### src/rtl/credit_sender_pkg.sv
// Shared credit-link definitions used by both the sender and receiver sides.
package credit_sender_pkg;

  localparam int DEFAULT_BIT_WIDTH   = 32;
  localparam int DEFAULT_NUM_CREDITS = 4;

  // Width needed to hold every count from 0 up to and including n.
  function automatic int credit_width(input int n);
    return $clog2(n + 1);
  endfunction

endpackage

### src/rtl/credit_counter.sv
// Saturating up/down credit counter; a simultaneous inc and dec leaves the count unchanged.
module credit_counter
  import credit_sender_pkg::*;
#(
  parameter int CW          = 3,
  parameter int NUM_CREDITS = DEFAULT_NUM_CREDITS
) (
  input  logic          clk,
  input  logic          reset,
  input  logic          inc,
  input  logic          dec,
  output logic [CW-1:0] count,
  output logic          zero,
  output logic          full,
  output logic          ovf
);

  localparam logic [CW-1:0] MAX_COUNT = CW'(NUM_CREDITS);

  assign zero = (count == '0);
  assign full = (count == MAX_COUNT);
  assign ovf  = inc & ~dec & full;

  always_ff @(posedge clk or posedge reset) begin
    if (reset) begin
      count <= MAX_COUNT;
    end else if (inc && !dec && !full) begin
      count <= count + CW'(1);
    end else if (dec && !inc && !zero) begin
      count <= count - CW'(1);
    end
  end

endmodule

### src/rtl/credit_sender.sv
// Val/rdy to credit-link bridge: registered output stage gated by the downstream credit count.
module credit_sender
  import credit_sender_pkg::*;
#(
  parameter  int BIT_WIDTH   = DEFAULT_BIT_WIDTH,
  parameter  int NUM_CREDITS = DEFAULT_NUM_CREDITS,
  localparam int CW          = credit_width(NUM_CREDITS)
) (
  input  logic                 clk,
  input  logic                 reset,
  input  logic [BIT_WIDTH-1:0] in_msg,
  input  logic                 in_val,
  output logic                 in_rdy,
  output logic [BIT_WIDTH-1:0] out_msg,
  output logic                 out_val,
  input  logic                 credit_return,
  output logic [CW-1:0]        credits,
  output logic                 idle,
  output logic                 overflow_err
);

  logic xfer;
  logic cnt_zero;
  logic cnt_full;
  logic cnt_ovf;

  credit_counter #(
    .CW          (CW),
    .NUM_CREDITS (NUM_CREDITS)
  ) u_counter (
    .clk   (clk),
    .reset (reset),
    .inc   (credit_return),
    .dec   (xfer),
    .count (credits),
    .zero  (cnt_zero),
    .full  (cnt_full),
    .ovf   (cnt_ovf)
  );

  // in_rdy comes from the counter register only, so no comb path from in_val or credit_return.
  assign in_rdy = ~cnt_zero;
  assign xfer   = in_val & in_rdy;
  assign idle   = cnt_full & ~out_val;

  always_ff @(posedge clk or posedge reset) begin
    if (reset) begin
      out_val      <= 1'b0;
      out_msg      <= '0;
      overflow_err <= 1'b0;
    end else begin
      out_val <= xfer;
      if (xfer) begin
        out_msg <= in_msg;
      end
      if (cnt_ovf) begin
        overflow_err <= 1'b1;
      end
    end
  end

endmodule

### config.mk
export PLATFORM = sky130hd
export DESIGN_NAME = credit_sender
export DESIGN_NICKNAME = d
export VERILOG_FILES = /design/src/rtl/credit_sender_pkg.sv /design/src/rtl/credit_counter.sv /design/src/rtl/credit_sender.sv
export SDC_FILE = /design/constraint.sdc
export NUM_CORES = 1
export LEC_CHECK = 0
export BUFFER_PORTS_ARGS = -buffer_cell sky130_fd_sc_hd__buf_4
export CAP_MARGIN = 20
export CORE_MARGIN = 2
export CORE_UTILIZATION = 49
export CTS_CLUSTER_SIZE = 10
export DETAILED_ROUTE_END_ITERATION = 12
export PLACE_DENSITY = 0.83
export SYNTH_ARGS = -nofsm -noshare
export SYNTH_HDL_FRONTEND = slang
export SYNTH_HIERARCHICAL = 1
export SYNTH_SLANG_ARGS = --single-unit
export TNS_END_PERCENT = 5
### constraint.sdc
create_clock -name clk -period 6.3 [get_ports clk]
set_clock_uncertainty 0.05 [all_clocks]
set_input_delay 1.26 -clock clk [delete_from_list [all_inputs] [get_ports clk]]
set_output_delay 1.26 -clock clk [all_outputs]
set_load 0.01 [all_outputs]
==> metrics.md, run 1 <==
| Metric | Value |
|---|---|
| Status | `completed` |
| Worst slew slack as a fraction of its limit | `58.8%` |
| Data arrival time of the critical path | `3.05 ns` |
| Maximum root-to-sink buffer count | `2` |
| Clock tree from TritonCTS | `done` |
| Starting utilization of the core area | `52.1%` |
| Overflow left after global routing | `0` |
| Wire length of the first global-routing pass | `5.11 mm` |
| CP peak stage delay | `0.41 ns` |
| Number of I/O port buffers | `74` |
| Post-cts repair resize count | `0` |
| Capturing element type of the critical path | `flop` |
| Cell total after placement | `216` |
| Post-DP HPWL | `2.44 mm` |
| Final cell utilization of the core | `72.7%` |
| Fraction of layout cells with a size suffix above 1 | `66.1%` |
| Critical path class | `primary input to flop` |
| Vias in the first global route | `1,140` |
| Die outline height | `61.4 um` |
| Mux contribution to synthesized area | `29.0%` |
| Max Cap Viol | `0` |
| Cts bufs inserted | `5` |
| Register cell area after layout | `927 sq um` |
| Number of remaining DRC errors | `0` |
| Adder-cell area share of the yosys netlist | `1.24%` |
| Die area | `3770 sq um` |
| Global routing usage on met1 | `23.5%` |
| Met2 Usage GRT | `32.7%` |
| Total number of vias | `1,089` |
| Clock network power share | `12.5%` |
| Largest net degree at the start of global routing | `40` |
| Class of the tightest hold or removal check | `flop to flop` |
| Reg2reg setup slack | `3.64 ns` |
| Post-layout net count | `216` |
| Synthesized netlist net count | `137` |
| Switching power share of the total | `33.1%` |
| Clock tree root driver cell | `sky130_fd_sc_hd__clkbuf_4` |
| Most prevalent standard cell on the critical path | `sky130_fd_sc_hd__buf_4` |
| FP Rows | `20` |
| Via density per instance | `4.86` |
| Highest fanout seen on the critical path | `39` |
| Pwr/cell area | `407 nW/um^2` |
| Leakage power total | `1.16 nW` |
| Actual transition at the worst max-transition pin | `0.618 ns` |
| Share of the clock period used by the worst path after layout | `45.5%` |
| Global-route total usage across every layer | `19.3%` |
| Unrepaired setup endpoints after global routing | `no` |
| WP data required | `6.49 ns` |
| Maximum level of the CTS H-tree | `2` |
| Xor/xnor cell area share of the yosys netlist | `1.08%` |
| Slowest cell on the critical path | `sky130_fd_sc_hd__fa_1` |
| GPL Wtd Cong | `0.676` |
| Layout Cells excl Fill | `224` |
| Total negative slack | `0 ns` |
| Number of distinct library cell variants in the gate-level netlist after synthesis | `23` |
| Highest attainable clock frequency | `349 MHz` |
| DR pass1 iterations | `4` |
| Source-to-sink clock delay at the later pin of the worst-skew pair | `0.31 ns` |
| Clock-pin slew of the registers on the worst-case setup and hold paths | `0.10 ns` |
| Minimum clock period | `2.87 ns` |
| Instance count of the mapped netlist | `100` |
| Core ar. | `3100 sq um` |
| Largest family of logic cells by synthesized area | `multiplexers` |
| GRT Max-Usage Layer | `met2` |
| # clock sinks | `37` |
| Mean instance size in the synthesized netlist | `16.2 sq um` |
| Mapped cell area | `1620 sq um` |
| Post-synthesis simple-gate area fraction | `4.49%` |
| Power share of the combinational group | `45.9%` |
| WP buf/inv | `2` |
| Cell class contributing the biggest share of worst-path delay | `simple AND/OR/NAND/NOR gates` |
| Register share of total power | `41.7%` |
| Register area share after synthesis | `57.4%` |
| Crit path setup slack, layout | `3.43 ns` |
| P_sw | `303 uW` |
| Max-slew violation count | `0` |
| Count of hold buffers inserted by post-cts repair | `0` |
| CP Launch Type | `primary input` |
| Detail Route Antenna Nets | `0` |
| Compound-Gate Fraction of Synth Area | `2.79%` |
| Met3 demand-to-capacity share in global routing | `4.83%` |
| Antenna violations before repair | `0` |
| Setup Viol. Count Final | `0` |
| Number of ports placed on the die boundary | `75` |
| Count of final hold-check violations | `0` |
| Cells along the critical path | `buf_4 -> nor2b_4 -> buf_4 -> and2b_2 -> nand2_1 -> fa_1 -> nor2_1 -> nand3b_1 -> a22oi_1` |
| X dimension of the die | `61.4 um` |
| Multi-input combinational cell area | `632 sq um` |
| Number of buffers inserted to repair setup after CTS | `0` |
| Detailed Route WL | `3.44 mm` |
| Antenna Cells | `0` |
| Setup slack after placement | `3.13 ns` |
| Wirelength per Cell | `15.4 um` |
| Synth warn | `6` |
| Area growth syn-to-layout | `39.6%` |
| Detailed Route Iter0 Violations | `15` |
| Peak supply drop | `0.292 mV` |
| Number of filler instances in the final layout | `240` |
| Flop and latch count out of synthesis | `37` |
| Internal power summed over all cells | `613 uW` |
[layout make-up]
| class | instances | area share, % |
|---|---|---|
| well taps | 44 | 2.44 |
| inverters | 5 | 0.832 |
| clock buffers | 6 | 1.83 |
| multi-input cells | 54 | 28.0 |
| repair buffers | 76 | 25.3 |
| flip-flops and latches | 37 | 41.1 |
| clock inverters | 2 | 0.444 |
[cells in the mapped netlist]
library cell | count | share of area, %
sky130_fd_sc_hd__o2bb2ai_1 | 1 | 0.54
sky130_fd_sc_hd__a21o_1 | 1 | 0.46
sky130_fd_sc_hd__and2b_2 | 1 | 0.54
sky130_fd_sc_hd__buf_6 | 4 | 2.8
sky130_fd_sc_hd__inv_1 | 5 | 1.2
sky130_fd_sc_hd__nor3_1 | 1 | 0.31
sky130_fd_sc_hd__xnor2_1 | 1 | 0.54
sky130_fd_sc_hd__a211oi_1 | 1 | 0.46
sky130_fd_sc_hd__nor2b_1 | 2 | 0.77
sky130_fd_sc_hd__or2_2 | 1 | 0.39
sky130_fd_sc_hd__xor2_1 | 1 | 0.54
sky130_fd_sc_hd__mux2_2 | 3 | 2.1
sky130_fd_sc_hd__dfrtp_1 | 36 | 56
sky130_fd_sc_hd__a21oi_1 | 1 | 0.31
sky130_fd_sc_hd__mux2_4 | 29 | 27
sky130_fd_sc_hd__fa_1 | 1 | 1.2
sky130_fd_sc_hd__nand3b_1 | 2 | 0.93
sky130_fd_sc_hd__dfstp_2 | 1 | 1.6
sky130_fd_sc_hd__a221oi_1 | 1 | 0.54
sky130_fd_sc_hd__nand2_1 | 2 | 0.46
sky130_fd_sc_hd__nor2_1 | 3 | 0.70
sky130_fd_sc_hd__a22oi_1 | 1 | 0.46
sky130_fd_sc_hd__and3_1 | 1 | 0.39
[cell families (layout without fill, tap and decap cells)]
logic type | Yosys count | in the layout
flip-flops | 37 | 37
multiplexers | 32 | 32
AND/OR/NAND/NOR | 13 | 13
buffers and inverters | 9 | 89
AO/OA/AOI/OAI | 6 | 6
XOR/XNOR | 2 | 2
adder cells (fa/ha/maj) | 1 | 1
[stage by stage]
stage	instance area (sq um)	hold slack [ns]	total power [mW]
6_report	2250	0.427	0.917
5_1_grt	2250	0.460	0.971
4_1_cts	2250	0.432	0.925
3_5_place_dp	2200	0.409	0.803
3_3_place_gp	2200	0.406	0.786
2_1_floorplan	1620	0.462	0.621
[placed cells by master, fill, tap and decap left out]
cell | synthesis | layout
sky130_fd_sc_hd__buf_4 | 0 | 76
sky130_fd_sc_hd__dfrtp_1 | 36 | 36
sky130_fd_sc_hd__mux2_4 | 29 | 29
sky130_fd_sc_hd__inv_1 | 5 | 5
sky130_fd_sc_hd__clkbuf_4 | 0 | 5
sky130_fd_sc_hd__mux2_2 | 3 | 3
sky130_fd_sc_hd__nor2_1 | 3 | 3
sky130_fd_sc_hd__clkinv_2 | 0 | 2
sky130_fd_sc_hd__nand2_1 | 2 | 2
sky130_fd_sc_hd__nand3b_1 | 2 | 2
sky130_fd_sc_hd__nor2b_4 | 0 | 1
sky130_fd_sc_hd__nor2b_1 | 2 | 1
sky130_fd_sc_hd__or2_2 | 1 | 1
sky130_fd_sc_hd__clkbuf_1 | 0 | 1
sky130_fd_sc_hd__xnor2_1 | 1 | 1
sky130_fd_sc_hd__xor2_1 | 1 | 1
sky130_fd_sc_hd__a221oi_1 | 1 | 1
sky130_fd_sc_hd__a211oi_1 | 1 | 1
sky130_fd_sc_hd__a21o_1 | 1 | 1
sky130_fd_sc_hd__and2b_2 | 1 | 1
sky130_fd_sc_hd__and3_1 | 1 | 1
sky130_fd_sc_hd__nor3_1 | 1 | 1
sky130_fd_sc_hd__o2bb2ai_1 | 1 | 1
sky130_fd_sc_hd__a21oi_1 | 1 | 1
sky130_fd_sc_hd__a22oi_1 | 1 | 1
sky130_fd_sc_hd__fa_1 | 1 | 1
sky130_fd_sc_hd__dfstp_2 | 1 | 1
[worst register-to-register path, cell delays in order, from the launching register on]
cell and delay (ns):
sky130_fd_sc_hd__dfrtp_1 0.48, sky130_fd_sc_hd__nor3_1 0.42, sky130_fd_sc_hd__nor2b_4 0.06, sky130_fd_sc_hd__buf_4 0.33, sky130_fd_sc_hd__and2b_2 0.32, sky130_fd_sc_hd__nand2_1 0.07, sky130_fd_sc_hd__fa_1 0.41, sky130_fd_sc_hd__nor2_1 0.18
sky130_fd_sc_hd__nand3b_1 0.10, sky130_fd_sc_hd__a22oi_1 0.17
[sequential cells by signal, indices dropped and copies added, names as in the netlist]
name             flops
out_msg             32
u_counter/count      3
out_val              1
overflow_err         1
[metal layers]
metal  routed length (um)  vias to the layer above
met5                    0                        -
li1                     -                      502
met2                 1660                       55
met4                   17                        0
met1                 1470                      530
met3                  290                        2
[path summary, 6_finish.rpt]
check,start,endpoint,cells past startpoint
max reg2reg,u_counter/count[0]$_DFFE_PP0P_,u_counter/count[2]$_DFFE_PP1P_,9
min,overflow_err$_DFFE_PP0P_,overflow_err$_DFFE_PP0P_,1
min reg2reg,overflow_err$_DFFE_PP0P_,overflow_err$_DFFE_PP0P_,1
max,in_val,u_counter/count[2]$_DFFE_PP1P_,9
max in group asynchronous,reset,out_msg[29]$_DFFE_PP0P_,3
min in group asynchronous,reset,u_counter/count[1]$_DFFE_PP0P_,2
[power by group through the flow]
stage / Combinational (mW) / Clock (mW) / Sequential, mW
finish: 0.420 / 0.114 / 0.382
global route: 0.448 / 0.129 / 0.394
CTS: 0.423 / 0.120 / 0.382
detailed placement: 0.419 / 0 / 0.383
global placement: 0.406 / 0 / 0.379
floorplan: 0.207 / 0 / 0.414
Note: power is estimated with default switching activity, not from simulation.
==> run 2: changes to the inputs <==
--- a/config.mk
+++ b/config.mk
@@ -8,10 +8,10 @@
 export BUFFER_PORTS_ARGS = -buffer_cell sky130_fd_sc_hd__buf_4
 export CAP_MARGIN = 20
 export CORE_MARGIN = 2
-export CORE_UTILIZATION = 49
+export CORE_UTILIZATION = 46
 export CTS_CLUSTER_SIZE = 10
 export DETAILED_ROUTE_END_ITERATION = 12
-export PLACE_DENSITY = 0.83
+export PLACE_DENSITY = 0.79
 export SYNTH_ARGS = -nofsm -noshare
 export SYNTH_HDL_FRONTEND = slang
 export SYNTH_HIERARCHICAL = 1
==> constraint.sdc (replaced) <==
create_clock -name clk -period 2.89 [get_ports clk]
set_clock_uncertainty 0.05 [all_clocks]
set_input_delay 0.578 -clock clk [delete_from_list [all_inputs] [get_ports clk]]
set_output_delay 0.578 -clock clk [all_outputs]
set_load 0.01 [all_outputs]
==> run 2 against run 1 <==
Global-route usage decreased by 1.2 points. Final area increased by 0.28%. Combinational power increased by 120%. Sequential share of layout area decreased by 0.11 points. Critical path depth decreased by 1. Register-to-register slack got worse by 3.0 ns. First-iteration DRC count increased to 2.7 times the previous value. Via count increased by 0.46%. Die area increased by 6.1%. Total power increased by 120%. Critical path type is now flop to flop. Highest routed layer unchanged.
==> metrics.md, run 2 (synthesis gave the netlist of run 1 again) <==
| Metric | Value |
|---|---|
| Actual transition at the worst max-transition pin | `0.611 ns` |
| Post-route total power | `1.99 mW` |
| Number of ports placed on the die boundary | `75` |
| Commonest cells after routing, fill and taps aside | `76 x sky130_fd_sc_hd__buf_4, 36 x sky130_fd_sc_hd__dfrtp_1, 29 x sky130_fd_sc_hd__mux2_4` |
| Register cell area after layout | `927 sq um` |
| Source-to-sink clock delay at the later pin of the worst-skew pair | `0.33 ns` |
| Clock network power share | `12.9%` |
| Pwr/cell area | `879 nW/um^2` |
| GPL Wtd Cong | `0.742` |
| Highest attainable clock frequency | `453 MHz` |
| Largest registers in the final layout | `out_msg (32), u_counter/count (3)` |
| Total number of vias | `1,094` |
| Most common cell after layout, fill and taps aside | `sky130_fd_sc_hd__buf_4` |
| Crit path setup slack, layout | `0.680 ns` |
| Number of buffers inserted to repair setup after CTS | `0` |
| DR pass1 iterations | `3` |
| Number of I/O port buffers | `74` |
| Worst slew slack as a fraction of its limit | `59.3%` |
| Post-DP HPWL | `2.30 mm` |
| Highest fanout seen on the critical path | `6` |
| Number of filler instances in the final layout | `253` |
| Total negative slack | `0 ns` |
| Final cell utilization of the core | `67.2%` |
| Peak supply drop | `0.622 mV` |
| Critical path class | `flop to flop` |
| Count of final hold-check violations | `0` |
| Fraction of layout cells with a size suffix above 1 | `66.7%` |
| Number of remaining DRC errors | `0` |
| Die area | `4000 sq um` |
| Status | `completed` |
| X dimension of the die | `63.3 um` |
| Multi-input combinational cell area | `632 sq um` |
| Unrepaired setup endpoints after global routing | `no` |
| Area growth syn-to-layout | `40.0%` |
| Leakage power total | `1.16 nW` |
| Clock-pin slew of the registers on the worst-case setup and hold paths | `0.11 ns` |
| Detailed Route Iter0 Violations | `41` |
| Core ar. | `3360 sq um` |
| Flip-flop count of the largest register after layout | `32` |
| Wirelength per Cell | `14.1 um` |
| Antenna Cells | `0` |
| Maximum level of the CTS H-tree | `2` |
| Global-route total usage across every layer | `18.1%` |
| Share of the clock period used by the worst path after layout | `76.5%` |
| Power share of the combinational group | `45.6%` |
| # clock sinks | `37` |
| Cts bufs inserted | `5` |
| Setup slack after placement | `0.733 ns` |
| Via density per instance | `4.84` |
| Detailed Route WL | `3.20 mm` |
| CP Launch Type | `flop` |
| FP Rows | `21` |
| Biggest register | `out_msg` |
| Clock tree root driver cell | `sky130_fd_sc_hd__clkbuf_4` |
| Setup Viol. Count Final | `0` |
| Max-slew violation count | `0` |
| Die outline height | `63.3 um` |
| Detail Route Antenna Nets | `0` |
| WP data required | `3.09 ns` |
| Overflow left after global routing | `0` |
| Antenna violations before repair | `0` |
| Worst reg-to-reg path cell count | `8` |
| Worst hold slack | `0.0657 ns` |
| Switching power share of the total | `32.8%` |
| Count of hold buffers inserted by post-cts repair | `0` |
| Capturing element type of the critical path | `flop` |
| P_sw | `651 uW` |
| Register share of total power | `41.5%` |
| Post-layout net count | `216` |
| Vias in the first global route | `1,180` |
| Starting utilization of the core area | `48.0%` |
| Clock tree from TritonCTS | `done` |
| Largest net degree at the start of global routing | `39` |
| Minimum clock period | `2.21 ns` |
| Maximum root-to-sink buffer count | `2` |
| Wire length of the first global-routing pass | `5.51 mm` |
| Post-cts repair resize count | `0` |
| Class of the tightest hold or removal check | `primary input to async pin` |
| Data arrival time of the critical path | `2.41 ns` |
| Internal power summed over all cells | `1.34 mW` |
| Max Cap Viol | `0` |
-- run 2: changes by cell type in the layout (fill, tap and decap cells not counted), sizes merged --
cell	change
clkbuf	-1
clkinvlp	+1
-- run 2: routing by layer --
layer  share of wire, %  vias up  track usage (%)
li1                   -      500                -
met1                 41      528             21.1
met2                 46       60             29.1
met3                 12        6             8.39
met4                1.4        0             6.79
met5                  0        -                0
-- run 2: area by class of cell --
type,instances,area share [%]
well taps,46,2.55
clock inverters,3,0.775
inverters,5,0.830
flip-flops and latches,37,41.0
multi-input cells,54,27.9
clock buffers,5,1.66
repair buffers,76,25.2
-- run 2: power by group through the flow --
stage	combinational, mW	clock, mW	sequential (mW)
floorplan	0.452	0	0.903
CTS	0.915	0.274	0.825
finish	0.905	0.257	0.824
detailed placement	0.913	0	0.830
global placement	0.893	0	0.819
global route	0.977	0.298	0.853
-- run 2: stage by stage --
step / std cells / instance area [sq um]
6_report: 226 / 2260
3_5_place_dp: 218 / 2210
3_3_place_gp: 218 / 2210
4_1_cts: 226 / 2260
2_1_floorplan: 100 / 1620
5_1_grt: 226 / 2260
-- run 2: worst paths after layout --
| kind | startpoint | slack, ns | endpoint |
|---|---|---|---|
| setup / recovery | u_counter/count[0]$_DFFE_PP0P_ | 0.68 | u_counter/count[2]$_DFFE_PP1P_ |
| hold / removal | reset | 0.07 | u_counter/count[0]$_DFFE_PP0P_ |
| setup reg to reg | u_counter/count[0]$_DFFE_PP0P_ | 0.68 | u_counter/count[2]$_DFFE_PP1P_ |
| hold reg to reg | overflow_err$_DFFE_PP0P_ | 0.44 | overflow_err$_DFFE_PP0P_ |
| max in group asynchronous | reset | 2.19 | out_msg[31]$_DFFE_PP0P_ |
| min in group clk | in_msg[12] | 0.41 | out_msg[12]$_DFFE_PP0P_ |
-- run 2: critical path, stage by stage (launching register included) --
cell and delay [ns]:
sky130_fd_sc_hd__dfrtp_1 0.47, sky130_fd_sc_hd__nor3_1 0.42, sky130_fd_sc_hd__nor2b_4 0.07, sky130_fd_sc_hd__and2b_2 0.23, sky130_fd_sc_hd__nand2_1 0.06, sky130_fd_sc_hd__fa_1 0.40
sky130_fd_sc_hd__nor2_1 0.14, sky130_fd_sc_hd__nand3b_1 0.09, sky130_fd_sc_hd__a22oi_1 0.19
